`config.mk`:
```
export PLATFORM = sky130hd
export DESIGN_NAME = fetch_unit
export DESIGN_NICKNAME = d
export VERILOG_FILES = /design/src/rtl/fetch_pkg.sv /design/src/rtl/fetch_buf.sv /design/src/rtl/fetch_unit.sv
export SDC_FILE = /design/constraint.sdc
export NUM_CORES = 1
export LEC_CHECK = 0
export CAP_MARGIN = 20
export CELL_PAD_IN_SITES_DETAIL_PLACEMENT = 0
export CELL_PAD_IN_SITES_GLOBAL_PLACEMENT = 1
export CORE_ASPECT_RATIO = 1.2
export CORE_UTILIZATION = 37
export CTS_CLUSTER_DIAMETER = 50
export CTS_CLUSTER_SIZE = 14
export DETAILED_ROUTE_END_ITERATION = 7
export PLACE_DENSITY_LB_ADDON = 0.1
export SLEW_MARGIN = 20
export SYNTH_ARGS = -nofsm -noshare
export SYNTH_HDL_FRONTEND = slang
export SYNTH_SLANG_ARGS = --single-unit
```
`constraint.sdc`:
```
create_clock -name clk -period 1.79 [get_ports clk]
set_clock_uncertainty 0.1 [all_clocks]
set_input_delay 0.358 -clock clk [delete_from_list [all_inputs] [get_ports clk]]
set_output_delay 0.358 -clock clk [all_outputs]
set_load 0.01 [all_outputs]
```
`src/rtl/fetch_pkg.sv`:
```
// fetch_pkg: shared constants and types for the fetch stage.
//   PC_STEP     - byte increment between sequential instructions
//   FETCH_DEPTH - number of fetched words the stage may hold or have in flight
//   NOP_INSTR   - canonical RV32 NOP (addi x0, x0, 0)
//   FETCH_PC_W  - width of the pc field carried in a buffer entry; the
//                 fetch_unit ADDR_W parameter must not exceed it
//   fetch_entry_t - one captured instruction together with its byte address
package fetch_pkg;

  localparam int PC_STEP     = 4;
  localparam int FETCH_DEPTH = 2;
  localparam logic [31:0] NOP_INSTR = 32'h0000_0013;
  localparam int FETCH_PC_W  = 8;

  typedef struct packed {
    logic [31:0]           instr;
    logic [FETCH_PC_W-1:0] pc;
  } fetch_entry_t;

endpackage

```
`src/rtl/fetch_buf.sv`:
```
// fetch_buf: 2-entry in-order FIFO of fetch_entry_t.
// Ports:
//   clk, rst_n  - clock, asynchronous active-low reset
//   push        - write push_entry at the tail this cycle
//   pop         - retire the head entry this cycle (only while count != 0)
//   flush       - drop all entries; wins over push and pop
//   push_entry  - entry to write
//   head        - oldest entry (contents meaningless while count == 0)
//   count       - number of valid entries, 0..2
module fetch_buf
  import fetch_pkg::*;
(
  input  logic         clk,
  input  logic         rst_n,
  input  logic         push,
  input  logic         pop,
  input  logic         flush,
  input  fetch_entry_t push_entry,
  output fetch_entry_t head,
  output logic [1:0]   count
);

  fetch_entry_t entries [FETCH_DEPTH];
  logic         rd_ptr;
  logic         wr_ptr;

  // When full, wr_ptr equals rd_ptr; a simultaneous push and pop overwrites
  // the slot being retired, which is safe because head is read combinationally
  // during the same cycle.
  always_ff @(posedge clk or negedge rst_n) begin
    if (!rst_n) begin
      for (int i = 0; i < FETCH_DEPTH; i++) begin
        entries[i] <= '0;
      end
      rd_ptr <= 1'b0;
      wr_ptr <= 1'b0;
      count  <= 2'd0;
    end else if (flush) begin
      rd_ptr <= 1'b0;
      wr_ptr <= 1'b0;
      count  <= 2'd0;
    end else begin
      if (push) begin
        entries[wr_ptr] <= push_entry;
        wr_ptr          <= ~wr_ptr;
      end
      if (pop) begin
        rd_ptr <= ~rd_ptr;
      end
      count <= count + {1'b0, push} - {1'b0, pop};
    end
  end

  assign head = entries[rd_ptr];

  // The upstream credit rule must never let the FIFO overflow or underflow.
  a_no_overflow : assert property (@(posedge clk) disable iff (!rst_n)
    !(push && !pop && !flush && count == 2'd2));
  a_no_underflow : assert property (@(posedge clk) disable iff (!rst_n)
    !(pop && !flush && count == 2'd0));

endmodule

```
`src/rtl/fetch_unit.sv`:
```
// fetch_unit: program counter and fetch control in front of a synchronous
// IMEM with one cycle of read latency.
// Ports:
//   clk, rst_n      - clock, asynchronous active-low reset
//   imem_addr       - registered byte address presented to IMEM (always the pc)
//   imem_data       - IMEM word for the address presented the previous cycle
//   redirect_valid  - load redirect_pc and flush all younger fetched work
//   redirect_pc     - redirect target, low two bits forced to zero
//   out_valid/out_ready - handshake towards decode
//   out_instr/out_pc    - head instruction and its byte address
module fetch_unit
  import fetch_pkg::*;
#(
  parameter int                ADDR_W   = FETCH_PC_W,
  parameter logic [ADDR_W-1:0] RESET_PC = '0
) (
  input  logic              clk,
  input  logic              rst_n,
  output logic [ADDR_W-1:0] imem_addr,
  input  logic [31:0]       imem_data,
  input  logic              redirect_valid,
  input  logic [ADDR_W-1:0] redirect_pc,
  output logic              out_valid,
  input  logic              out_ready,
  output logic [31:0]       out_instr,
  output logic [ADDR_W-1:0] out_pc
);

  logic [ADDR_W-1:0] pc;
  logic [ADDR_W-1:0] req_pc;
  logic              inflight;
  logic [1:0]        count;
  logic              pop;
  logic              push;
  logic              issue;
  fetch_entry_t      push_entry;
  fetch_entry_t      head;

  assign pop = out_valid & out_ready;

  // Credit check: buffered + in-flight words after this cycle's pop must stay
  // below the buffer depth. Written as a sum comparison to avoid underflow.
  assign issue = !redirect_valid &&
                 (({1'b0, count} + {2'b00, inflight}) < (3'd2 + {2'b00, pop}));

  // A response is only kept if its read was issued and no redirect is
  // discarding it this cycle.
  assign push = inflight & ~redirect_valid;

  always_comb begin
    push_entry       = '0;
    push_entry.instr = imem_data;
    push_entry.pc    = FETCH_PC_W'(req_pc);
  end

  always_ff @(posedge clk or negedge rst_n) begin
    if (!rst_n) begin
      pc       <= RESET_PC;
      req_pc   <= '0;
      inflight <= 1'b0;
    end else if (redirect_valid) begin
      pc       <= {redirect_pc[ADDR_W-1:2], 2'b00};
      inflight <= 1'b0;
    end else if (issue) begin
      pc       <= pc + ADDR_W'(PC_STEP);
      req_pc   <= pc;
      inflight <= 1'b1;
    end else begin
      inflight <= 1'b0;
    end
  end

  fetch_buf u_buf (
    .clk        (clk),
    .rst_n      (rst_n),
    .push       (push),
    .pop        (pop),
    .flush      (redirect_valid),
    .push_entry (push_entry),
    .head       (head),
    .count      (count)
  );

  assign imem_addr = pc;
  assign out_valid = (count != 2'd0);
  assign out_instr = head.instr;
  assign out_pc    = ADDR_W'(head.pc);

endmodule

```
==> impl_metrics.ini <==
[sta]
setup_slack_ns = -0.239
finalHoldViolCount = 0
final.min_clock_period_ns = 2.03
final_max_slew_viol_count = 0
rsz0062_at_grt = true
period_share_pct = 113
tns_ns = -6.23
fmax_ghz = 0.493
finalSetupViolCount = 43

[pwr]
p_leak_nw = 2.63
combPwrFrac_pct = 49.2
power.switching_mw = 3.14
power_switching_share_pct = 29.7
irDropWorstVdd_mv = 0.677
p_int_mw = 7.46
pwr-share-clk_pct = 16.0
p_seq_share_pct = 34.8
p_per_area_mw_per_mm2 = 1770

[routing]
post_drt_wl_per_cell_um = 16.1
viasPerCell = 4.94
drcViolationCount = 0
via_count = 2690
detail-route-antenna-nets = 0
drt_first_iter_violations = 58
dr.pass1.iters = 4
routed_wirelength_um = 8760

[critical_path]
cp_max_fo = 7
crit_type = flip-flop to output port
cp_data_arrival_time_ns = 1.57
worstPathRequired_ns = 1.33
worstSetupEndpointType = output port
critPathLaunch = u_buf.rd_ptr
crit-reg2reg-launch = u_buf.count[0]
critPathLaunchType = flip-flop

[finish]
antenna_cells = 0
nNetsFinal = 456
final_common_cell = mux2_2
drive_gt1_share_pct = 55.1
post-route-util_pct = 54.5
final_cell_mix = 104 x mux2_2, 88 x dfrtp_1, 48 x buf_6
area_growth_pct = 43.4

[clock_tree]
clk_latency_ns = 0.33
cts.sinks = 93
cts_tree = yes
clockBufferDepth = 2
cts_buffers = 9
clk_pin_slew_ns = 0.06
htreeDepth = 3
cts-root-buf = clkbuf_16

[floorplan]
dieHeight_um = 118
die_x_um = 98.9
start_util_pct = 38.0
ios = 93
coreArea_mm2 = 0.0110
die_area_mm2 = 0.0117
rows = 42

[hold_path]
hold_class = flip-flop to flip-flop
hold_start = u_buf.entries[61]

[global_route]
grt_pass1_vias = 2907
antenna_found_initial = 0
grt_pass1_wl_um = 14900
grt_max_degree = 36
grt_use_total_pct = 16.7
overflow = 0

[yosys]
avgSynthCellArea_um2 = 14.6
synth_ff_type = dfrtp_1
ys_seq_elements = 93
synthCells = 286
synth-async-reset-ratio_pct = 100
synth_enable_flop_cells = 0
netlist_area_mm2 = 0.00417
ys_seq_area_share_pct = 55.8
synth_cell_types = 31
ys_warn_count = 0

[run]
maxCapViolations = 0

[place]
gp_congestion = 0.706
dp_hpwl_um = 5850
portBuffers = 86

[run_status]
status = complete, but fails checks
violations = negative setup slack
==> worst paths after layout <==
kind | to | depth (start not counted) | slack, ns
hold / removal | u_buf.entries[61] | 1 | 0.38
hold reg to reg | u_buf.entries[61] | 1 | 0.38
setup / recovery | out_instr[20] | 5 | -0.24
max in group asynchronous | imem_addr[5] | 3 | 0.66
setup reg to reg | req_pc[4] | 6 | -0.02
min in group asynchronous | u_buf.rd_ptr | 2 | 0.40
==> cell families (layout without fill, tap and decap cells) <==
family	count (synthesis)	in the layout	synth area share [%]
muxes	120	120	32.4
DFF	93	93	55.8
and+or+nand+nor	28	28	3.87
buffers and inverters	23	146	3.24
AOI/OAI and AO/OA	12	12	2.28
adders and majority gates	5	5	1.50
xor gates and xnor gates	4	4	0.840
other	1	4	0.0899
==> repair_timing <==
| action | in CTS | in global routing |
|---|---|---|
| setup buffers | 14 | 5 |
| resized for setup | 210 | 27 |
| pin swaps | 5 | 6 |
| hold endpoints to repair | 26 | 0 |
| hold buffers | 1 | 0 |
| gates cloned | 2 | 0 |
| endpoints found under the setup margin | 52 | 51 |
==> power by group through the flow <==
stage / sequential [mW] / clock (mW) / combinational [mW]
6_report: 3.69 / 1.69 / 5.22
3_5_place_dp: 3.73 / 0 / 4.52
4_1_cts: 3.68 / 1.76 / 5.14
5_1_grt: 3.83 / 1.86 / 5.63
2_1_floorplan: 3.55 / 0 / 2.61
3_3_place_gp: 3.67 / 0 / 4.48
==> final cells by class <==
| cell class | instances | area [um2] |
|---|---|---|
| clock buffers | 12 | 236 |
| repair buffers | 126 | 1360 |
| fillers | 973 | 5000 |
| multi-input cells | 173 | 1850 |
| flip-flops and latches | 93 | 2330 |
| inverters | 4 | 15.0 |
| well taps | 132 | 165 |
| clock inverters | 4 | 25.0 |
==> cells in the mapped netlist, types with 3 or more instances <==
library cell	instances	share of area (%)
mux2_2	118	32
buf_2	9	1.1
dfrtp_1	93	56
buf_6	3	0.81
nand2_1	6	0.54
or4_1	5	0.90
o211ai_1	3	0.54
nand3_1	4	0.48
inv_1	3	0.27
clkbuf_1	3	0.27
buf_4	4	0.72
nor2_1	5	0.45
ha_1	5	1.5
==> registers in the layout, summed over array words and instances, names as in the netlist <==
| name | flops |
|---|---|
| u_buf.entries | 76 |
| imem_addr | 6 |
| req_pc | 6 |
| u_buf.count | 2 |
| inflight | 1 |
| u_buf.rd_ptr | 1 |
| u_buf.wr_ptr | 1 |
==> through the flow <==
step                      total power, mW  setup slack [ns]  hold slack [ns]  cell area (um2)  cells
final                                10.6            -0.239            0.385             5980    544
after global placement               8.16            -0.190            0.214             5370    510
after CTS                            10.6            -0.349            0.393             5900    543
after detailed placement             8.25            -0.224            0.219             5370    510
after global routing                 11.3            -0.279            0.413             5980    544
after floorplan                      6.15           -0.0377          -0.0376             4210    289
==> critical path, cell delays in order (launching register included) <==
cell	delay (ns)
dfrtp_2	0.43
buf_12	0.14
buf_12	0.13
buf_6	0.11
mux2_4	0.29
buf_6	0.13
==> metal layers <==
layer	global-route usage (%)	up-vias	routed length, um
li1	-	1253	-
met1	21.7	1367	3960
met2	27.3	59	4340
met3	3.02	11	305
met4	7.28	0	162
met5	0	-	0
No activity file was read; power rests on OpenSTA's default activity.
